[src/rtl/mem_access_sequencer.sv]
`default_nettype none
// ============================================================================
//  Module      : mem_access_sequencer
//  Description : Sequences one load or store at a time onto a BUS_BYTES-wide
//                data-memory port. Accesses crossing a bus-word boundary are
//                split into two aligned beats with per-byte enables. Load
//                beats are merged into a right-aligned, optionally
//                sign-extended result.
//  Ports       : clk, rst_n           - clock, async active-low reset
//                req_*                - request from execute (valid/ready)
//                flush                - abort current access
//                bus_*                - beat request / read return
//                rsp_*                - one-cycle completion pulse + status
//  Revision    : 1.0 - initial release
// ============================================================================
module mem_access_sequencer #(
  parameter int BUS_BYTES   = 4,
  parameter int ADDR_W      = 32,
  parameter int ALLOW_SPLIT = 1
) (
  input  logic                   clk,
  input  logic                   rst_n,
  input  logic                   req_valid,
  output logic                   req_ready,
  input  logic                   req_we,
  input  logic [1:0]             req_size,
  input  logic                   req_signed,
  input  logic [ADDR_W-1:0]      req_addr,
  input  logic [8*BUS_BYTES-1:0] req_wdata,
  input  logic                   flush,
  output logic                   bus_valid,
  input  logic                   bus_ready,
  output logic [ADDR_W-1:0]      bus_addr,
  output logic                   bus_re,
  output logic [BUS_BYTES-1:0]   bus_we,
  output logic [8*BUS_BYTES-1:0] bus_wdata,
  input  logic                   bus_rvalid,
  input  logic [8*BUS_BYTES-1:0] bus_rdata,
  output logic                   rsp_valid,
  output logic [8*BUS_BYTES-1:0] rsp_data,
  output logic                   rsp_err,
  output logic                   rsp_split
);

  localparam int         c_OFF_W = $clog2(BUS_BYTES);
  localparam int         c_DW    = 8 * BUS_BYTES;
  localparam logic [3:0] c_BB    = 4'(BUS_BYTES);

  localparam logic [2:0] c_IDLE  = 3'd0;
  localparam logic [2:0] c_B0    = 3'd1;
  localparam logic [2:0] c_R0    = 3'd2;
  localparam logic [2:0] c_B1    = 3'd3;
  localparam logic [2:0] c_R1    = 3'd4;
  localparam logic [2:0] c_DONE  = 3'd5;
  localparam logic [2:0] c_DRAIN = 3'd6;

  logic [2:0]        state_q, state_d;
  logic              we_q, sgn_q, err_q;
  logic [1:0]        size_q;
  logic [ADDR_W-1:0] addr_q;
  logic [c_DW-1:0]   wdata_q;
  logic [c_DW-1:0]   acc_q, acc_d;

  // Request-side decode, only consulted on the accept cycle.
  logic       w_accept, w_req_err;
  logic [3:0] w_req_off, w_req_n;
  assign w_accept  = (state_q == c_IDLE) && req_valid && !flush;
  assign w_req_off = 4'(req_addr[c_OFF_W-1:0]);
  assign w_req_n   = 4'd1 << req_size;
  assign w_req_err = (w_req_n > c_BB) ||
                     ((ALLOW_SPLIT == 0) && ((w_req_off + w_req_n) > c_BB));

  // Decode of the latched request; 4 bits covers off+n up to 15.
  logic [3:0]        w_off, w_n, w_end, w_k, w_n1;
  logic              w_split;
  logic [ADDR_W-1:0] w_base;
  assign w_off   = 4'(addr_q[c_OFF_W-1:0]);
  assign w_n     = 4'd1 << size_q;
  assign w_end   = w_off + w_n;
  assign w_split = w_end > c_BB;
  assign w_k     = c_BB - w_off;
  assign w_n1    = w_n - w_k;
  assign w_base  = {addr_q[ADDR_W-1:c_OFF_W], c_OFF_W'(0)};

  always_comb begin
    state_d = state_q;
    acc_d   = acc_q;
    case (state_q)
      c_IDLE: begin
        if (w_accept) begin
          state_d = w_req_err ? c_DONE : c_B0;
          acc_d   = '0;
        end
      end
      c_B0: begin
        if (flush)          state_d = c_IDLE;
        else if (bus_ready) state_d = !we_q ? c_R0 : (w_split ? c_B1 : c_DONE);
      end
      c_R0: begin
        if (flush) begin
          state_d = bus_rvalid ? c_IDLE : c_DRAIN;
        end else if (bus_rvalid) begin
          state_d = w_split ? c_B1 : c_DONE;
          acc_d   = bus_rdata >> {w_off, 3'b000};
        end
      end
      c_B1: begin
        if (flush)          state_d = c_IDLE;
        else if (bus_ready) state_d = we_q ? c_DONE : c_R1;
      end
      c_R1: begin
        if (flush) begin
          state_d = bus_rvalid ? c_IDLE : c_DRAIN;
        end else if (bus_rvalid) begin
          state_d = c_DONE;
          acc_d   = acc_q | (bus_rdata << {w_k, 3'b000});
        end
      end
      c_DONE:  state_d = c_IDLE;
      c_DRAIN: if (bus_rvalid) state_d = c_IDLE;
      default: state_d = c_IDLE;
    endcase
  end

  always_ff @(posedge clk or negedge rst_n) begin
    if (!rst_n) begin
      state_q <= c_IDLE;
      we_q    <= 1'b0;
      sgn_q   <= 1'b0;
      err_q   <= 1'b0;
      size_q  <= 2'd0;
      addr_q  <= '0;
      wdata_q <= '0;
      acc_q   <= '0;
    end else begin
      state_q <= state_d;
      acc_q   <= acc_d;
      if (w_accept) begin
        we_q    <= req_we;
        sgn_q   <= req_signed;
        err_q   <= w_req_err;
        size_q  <= req_size;
        addr_q  <= req_addr;
        wdata_q <= req_wdata;
      end
    end
  end

  // Bus side: everything is a function of registered state only.
  logic w_beat0, w_beat1;
  assign w_beat0   = (state_q == c_B0);
  assign w_beat1   = (state_q == c_B1);
  assign req_ready = (state_q == c_IDLE);
  assign bus_valid = w_beat0 || w_beat1;
  assign bus_re    = bus_valid && !we_q;
  assign bus_addr  = w_beat0 ? w_base :
                     w_beat1 ? (w_base + ADDR_W'(BUS_BYTES)) : '0;

  always_comb begin
    bus_we    = '0;
    bus_wdata = '0;
    if (we_q && w_beat0) bus_wdata = wdata_q << {w_off, 3'b000};
    if (we_q && w_beat1) bus_wdata = wdata_q >> {w_k, 3'b000};
    for (int i = 0; i < BUS_BYTES; i++) begin
      if (we_q && w_beat0 && (4'(i) >= w_off) && (4'(i) < w_end)) bus_we[i] = 1'b1;
      if (we_q && w_beat1 && (4'(i) < w_n1))                      bus_we[i] = 1'b1;
    end
  end

  // Response: flush in DONE suppresses the pulse.
  logic w_sign;
  assign rsp_valid = (state_q == c_DONE) && !flush;
  assign rsp_err   = rsp_valid && err_q;
  assign rsp_split = rsp_valid && w_split && !err_q;

  always_comb begin
    w_sign = 1'b0;
    for (int i = 0; i < BUS_BYTES; i++) begin
      if (4'(i + 1) == w_n) w_sign = acc_q[8*i+7];
    end
    rsp_data = '0;
    if (rsp_valid && !we_q && !err_q) begin
      for (int i = 0; i < BUS_BYTES; i++) begin
        rsp_data[8*i +: 8] = (4'(i) < w_n) ? acc_q[8*i +: 8] : {8{sgn_q & w_sign}};
      end
    end
  end

endmodule
`default_nettype wire

[config.mk]
export PLATFORM = sky130hd
export DESIGN_NAME = mem_access_sequencer
export DESIGN_NICKNAME = d
export VERILOG_FILES = /design/src/rtl/mem_access_sequencer.sv
export SDC_FILE = /design/constraint.sdc
export NUM_CORES = 1
export LEC_CHECK = 0
export ABC_CLOCK_PERIOD_IN_PS = 4700
export CORE_ASPECT_RATIO = 0.75
export CORE_UTILIZATION = 45
export DETAILED_ROUTE_END_ITERATION = 10
export PLACE_DENSITY = 0.87
export SYNTH_ARGS = -nofsm -noshare
export SYNTH_HDL_FRONTEND = slang
export SYNTH_SLANG_ARGS = --single-unit
[constraint.sdc]
create_clock -name clk -period 4.7 [get_ports clk]
set_clock_uncertainty 0.05 [all_clocks]
set_input_delay 0.47 -clock clk [delete_from_list [all_inputs] [get_ports clk]]
set_output_delay 0.47 -clock clk [all_outputs]
set_load 0.01 [all_outputs]
; Word-level counts from Yosys, hierarchy flattened
; Cells that the tools add are included.
[word_totals]
input_bits = 106
ff_bits = 104
output_inout_bits = 106
word_cells = 132
[classes]
n_mux = 43
reduce_logical = 31
eq_ne = 20
bitwise = 2
magnitude_cmp = 18
n_addsub = 4
shift = 6
[op_table]
columns = cell, n
row1 = 2-to-1 mux 32 bit, 10
row2 = case mux 32 bit (3 select lines), 1
row3 = 2-to-1 mux 3 bit, 14
row4 = "adder 32 x 3 -> 32 bit, second input constant", 1
row5 = 2-to-1 mux 8 bit, 4
row6 = OR 32 bit, 1
row7 = left shift 32 x 5 -> 32 bit, 1
row8 = left shift 32 x 7 -> 32 bit, 1
row9 = right shift 32 x 5 -> 32 bit, 1
row10 = right shift 32 x 7 -> 32 bit, 1
row11 = "< comparator 1 x 4 -> 1 bit, first input constant", 6
row12 = "< comparator 2 x 4 -> 1 bit, first input constant", 6
row13 = logical AND 1 bit, 23
row14 = case mux 3 bit (6 select lines), 1
row15 = 2-to-1 mux 1 bit, 13
row16 = "inequality test 3 bit, second input constant", 4
row17 = AND reduction 6 bit, 2
row18 = "inequality test 2 bit, second input constant", 5
row19 = "equality test 3 bit, second input constant", 3
row20 = "equality test 2 x 4 -> 1 bit, first input constant", 2
row21 = "greater-than comparator 4 x 3 -> 1 bit, second input constant", 2
row22 = "left shift 1 x 2 -> 4 bit, first input constant", 2
row23 = "equality test 3 x 2 -> 1 bit, second input constant", 2
row24 = adder 2 x 4 -> 4 bit, 1
row25 = 13 further kinds, 17

; Longest topological paths before layout
; Gate-level depths: netlist (run 1).
[depth]
ltp_word = 9
depth_mapped = 12
depth_no_buf = 8

; Worst setup path after synthesis (run 1)
; Ideal clock, no wire load.
[synth_timing]
path_kind = register to output
start = register addr_q[0]
end = output bus_we[2]
path_buffers = 5
arrival_ns = 3.344
required_ns = 4.180
path_stages_with_launch = 13
path_slack_ns = 0.836
cell_sequence = dfrtp_1 buf_2 clkinv_1 clkbuf_1 ha_1 clkbuf_1 buf_2 clkbuf_1 xnor2_1 ha_1 a211oi_1 a31oi_1 a211o_1
[synth_via]
elab_chain_cells = 5
word_cells_on_any_way = 11
classes_between = 3 x add/sub / 3 x order compare / 2 x mux / 3 x reduce/logical
[synth_rtl]
columns = item, line
row1 = from (decl), 60  ; logic [ADDR_W-1:0] addr_q;
row2 = from (signal assigned), 143  ; addr_q <= req_addr;
row3 = subtractor 3 x 2 -> 4 bit (tied with other cells), 81  ; assign w_k = c_BB - w_off;
row4 = subtractor 4 bit (tied with other cells), 82  ; assign w_n1 = w_n - w_k;
row5 = < comparator 2 x 4 -> 1 bit or logical AND 1 bit (tied branches), "166, 165"
row6 = logical AND 1 bit or 2-to-1 mux 1 bit (tied branches), "166, 165"
row7 = 2-to-1 mux 1 bit *, 166  ; if (we_q && w_beat1 && (4'(i) < w_n1)) bus_we[i] = 1'b1;
row8 = to (decl), 35  ; output logic [BUS_BYTES-1:0] bus_we,
; Mark *: on every way between the ends. The rest lies on a longest branch, timed or not.

; Worst setup path after layout (run 1)
; Same ends and word-level chain as after synthesis.

==> metrics, run 1 <==
full die area 18220 sq um; top_reg_cell synth sky130_fd_sc_hd__dfrtp_1; final core area utilization 0.6156; pwr/cell area 628.0 nW/um^2; post-cts repair resize count 0; outcome finished, final reports clean; asr flop ratio synth 1.000; DP Wirelength 18.33 mm; static leakage 4.171 nW; synth warn 0; area added between synthesis and finish 31.78%; clock tree from TritonCTS yes; maximum number of pins on one net before global-route repair 75; Pre-Repair DR Iteration Count 5; Hold Vio Cnt, Final 0; most frequent cells after synthesis sky130_fd_sc_hd__dfrtp_1, sky130_fd_sc_hd__mux2i_1, sky130_fd_sc_hd__mux2_2; Critical Path Sink bus_we[2]; count of unique library cells instantiated by Yosys 71; max-cap violation count 0; worst hold slack across all endpoints 0.2302 ns; number of nets in the finished design 1168; initial core utilization 0.4672; total I/O pin count 212; Final WS setup 0.3813 ns; number of nets still failing antenna checks after routing 0; post-synthesis instance total 889; worst slew margin relative to its limit 0.1798; count of endpoints failing setup in the final report 0; via count of the first global-routing pass 7454; peak fanout along the critical path 46; unrepaired setup endpoints after global routing no; total core area 17030 sq um; sequential area share after synthesis 0.3271; FP Rows 41; total power draw 0.006585 W; category of the critical setup timing path flop to output pin; worst setup path startpoint addr_q[0]$_DFFE_PN0P_; top cell type's share of synthesized area 0.3271; worst reg2reg path depth 6; R2R setup slack 1.21 ns; placer's final routability congestion estimate 0.9209; port bufs 209; maximum buffer depth of the clock tree 2; RR Startpoint addr_q[0]$_DFFE_PN0P_; GRT Resource Usage Total 0.2895; insertion delay to the later sink of the worst-skew pair 0.36 ns; fin crit period 4.319 ns; wire length of the first global-routing pass 40.94 mm; global route overflow 0; Setup Total Neg Slack 0 ns; count of hold-fix buffers inserted at cts 0; Max rail drop VDD 0.4254 mV; Tightest Hold Check Type input pin to async pin; arrival time of data at the critical path endpoint 3.80 ns; H-Tree Depth 3; first-iteration detailed-routing DRC count 820; Worst Setup Start Kind flop; number of buffers inserted during clock tree synthesis 9; transition time at the pin with the least slew margin 1.227 ns; top-count cell post-synth sky130_fd_sc_hd__dfrtp_1; cell area after synthesis 7956 sq um; detailed-route via count 8037; proportion of layout cells with a drive suffix above 1 0.1106; number of antenna violations at the first check in global routing 1; # DRC 0; EDFF count, synth 0; Achievable Freq 231.6 MHz; postcts setup bufs 0; synth top area cells sky130_fd_sc_hd__dfrtp_1, sky130_fd_sc_hd__mux2i_1, sky130_fd_sc_hd__mux2_2; post-detailed-route wirelength per cell 20.00 microns; Post-Synthesis Mean Instance Area 8.950 sq um; Reg clk slew, reported paths 0.07 ns; average vias per placed instance 6.197; cell type with the largest total area after synthesis sky130_fd_sc_hd__dfrtp_1; post-detailed-routing wire length 25.94 mm; FF-to-FF End acc_q[5]$_DFFE_PN0P_; final critical-path share of the clock period 0.9189; root cell of the clock tree sky130_fd_sc_hd__clkbuf_16; Post-Place Setup Slack 0.8365 ns; pins over their slew limit 0; TritonCTS Sinks 104; kind of end point of the critical path output pin; WP data required 4.18 ns; FF+latch count, synth 104; Chip Width 155.5 microns; Die Y-Extent 117.2 microns
kinds of logic (layout without fill, tap and decap cells):
| logic type | Yosys count | count (layout) | share of synthesized area |
|---|---|---|---|
| fa+ha+maj | 9 | 9 | 0.01415 |
| xor+xnor | 15 | 15 | 0.01651 |
| buf+inv | 112 | 280 | 0.05740 |
| flops | 104 | 104 | 0.3271 |
| other cells | 1 | 5 | 0.0004713 |
| mux | 151 | 151 | 0.2008 |
| compound gates | 226 | 226 | 0.2077 |
| simple gates | 271 | 271 | 0.1758 |
cell type report:
cell class	count	area (sq um)
Timing Repair Buffer	228	2232
Clock buffer	10	229.0
Antenna cell	3	7.507
Fill cell	1424	6546
Tap cell	236	295.3
Inverter	36	135.1
Clock inverter	6	62.56
Multi-Input combinational cell	674	4916
Sequential cell	104	2608
metal layers:
layer	vias up	routed length [microns]	GRT usage
met4	0	677	0.1144
met2	526	11420	0.4290
li1	3659	-	-
met5	-	0	0
met3	57	2524	0.07069
met1	3795	11310	0.4070
worst max-delay path, cell delays in order (launching register included):
cell	delay, ns
sky130_fd_sc_hd__dfrtp_4	0.71
sky130_fd_sc_hd__clkinv_1	0.14
sky130_fd_sc_hd__ha_2	0.29
sky130_fd_sc_hd__clkinv_1	0.34
sky130_fd_sc_hd__ha_1	0.45
sky130_fd_sc_hd__inv_1	0.07
sky130_fd_sc_hd__o311ai_0	0.47
sky130_fd_sc_hd__a31oi_1	0.20
sky130_fd_sc_hd__a211o_1	0.26
sky130_fd_sc_hd__clkdlybuf4s50_1	0.51
stage by stage:
stage / instance area, sq um / instances
2_1_floorplan: 7960 / 890
3_3_place_gp: 10190 / 1278
3_5_place_dp: 10190 / 1278
4_1_cts: 10480 / 1294
5_1_grt: 10480 / 1294
6_report: 10490 / 1297
cell usage in the layout (no fill, tap or decap), types with 5 or more instances in the layout:
cell	n
sky130_fd_sc_hd__ha_1	8
sky130_fd_sc_hd__nor2_1	60
sky130_fd_sc_hd__a221o_1	16
sky130_fd_sc_hd__o21a_1	8
sky130_fd_sc_hd__o22ai_1	33
sky130_fd_sc_hd__o311ai_0	6
sky130_fd_sc_hd__nor4b_1	5
sky130_fd_sc_hd__nor2b_1	11
sky130_fd_sc_hd__nand3_1	36
sky130_fd_sc_hd__o21ai_0	14
sky130_fd_sc_hd__o2bb2ai_1	12
sky130_fd_sc_hd__nand4_1	11
sky130_fd_sc_hd__inv_1	34
sky130_fd_sc_hd__buf_4	20
sky130_fd_sc_hd__a22o_1	9
sky130_fd_sc_hd__nor4_1	7
sky130_fd_sc_hd__mux2i_1	82
sky130_fd_sc_hd__a2bb2oi_1	8
sky130_fd_sc_hd__mux2_2	69
sky130_fd_sc_hd__a211oi_1	9
sky130_fd_sc_hd__a32o_1	18
sky130_fd_sc_hd__nand2b_1	9
sky130_fd_sc_hd__a31oi_1	11
sky130_fd_sc_hd__nand2_1	68
sky130_fd_sc_hd__clkdlybuf4s50_1	208
sky130_fd_sc_hd__a21oi_1	49
sky130_fd_sc_hd__dfrtp_1	102
sky130_fd_sc_hd__nor3_1	14
sky130_fd_sc_hd__nor3b_1	7
sky130_fd_sc_hd__clkbuf_16	9
sky130_fd_sc_hd__and2_1	11
sky130_fd_sc_hd__or3_1	5
sky130_fd_sc_hd__xnor2_1	11
power by group:
| part | internal (W) | total (W) | leakage [nW] | switching (W) |
|---|---|---|---|---|
| clock | 0.000374 | 0.000758 | 0.142 | 0.000384 |
| sequential | 0.00132 | 0.00194 | 1.29 | 0.000614 |
| combinational | 0.00184 | 0.00389 | 2.73 | 0.00205 |
sequential cells by signal (all words and copies together) (netlist names):
name,flops
acc_q,32
addr_q,32
wdata_q,32
state_q,3
size_q,2
err_q,1
sgn_q,1
we_q,1
how the worst min path moves through the flow:
stage	depth (start not counted)	end	slack [ns]
after global routing	1	state_q[2]$_DFFE_PN0P_	0.30
final	1	state_q[2]$_DFFE_PN0P_	0.23
after global placement	1	acc_q[17]$_DFFE_PN0P_	0.44
after CTS	1	acc_q[9]$_DFFE_PN0P_	0.26
after detailed placement	1	acc_q[2]$_DFFE_PN0P_	0.44
after floorplan	0	acc_q[0]$_DFFE_PN0P_	0.12
No activity file was read; power rests on OpenSTA's default activity.
==> run 2, diff against run 1 <==
TNS_END_PERCENT = 10   (was unset)
==> results of run 2 <==
The final DEF is identical to that of run 1; final timing and power are the same.
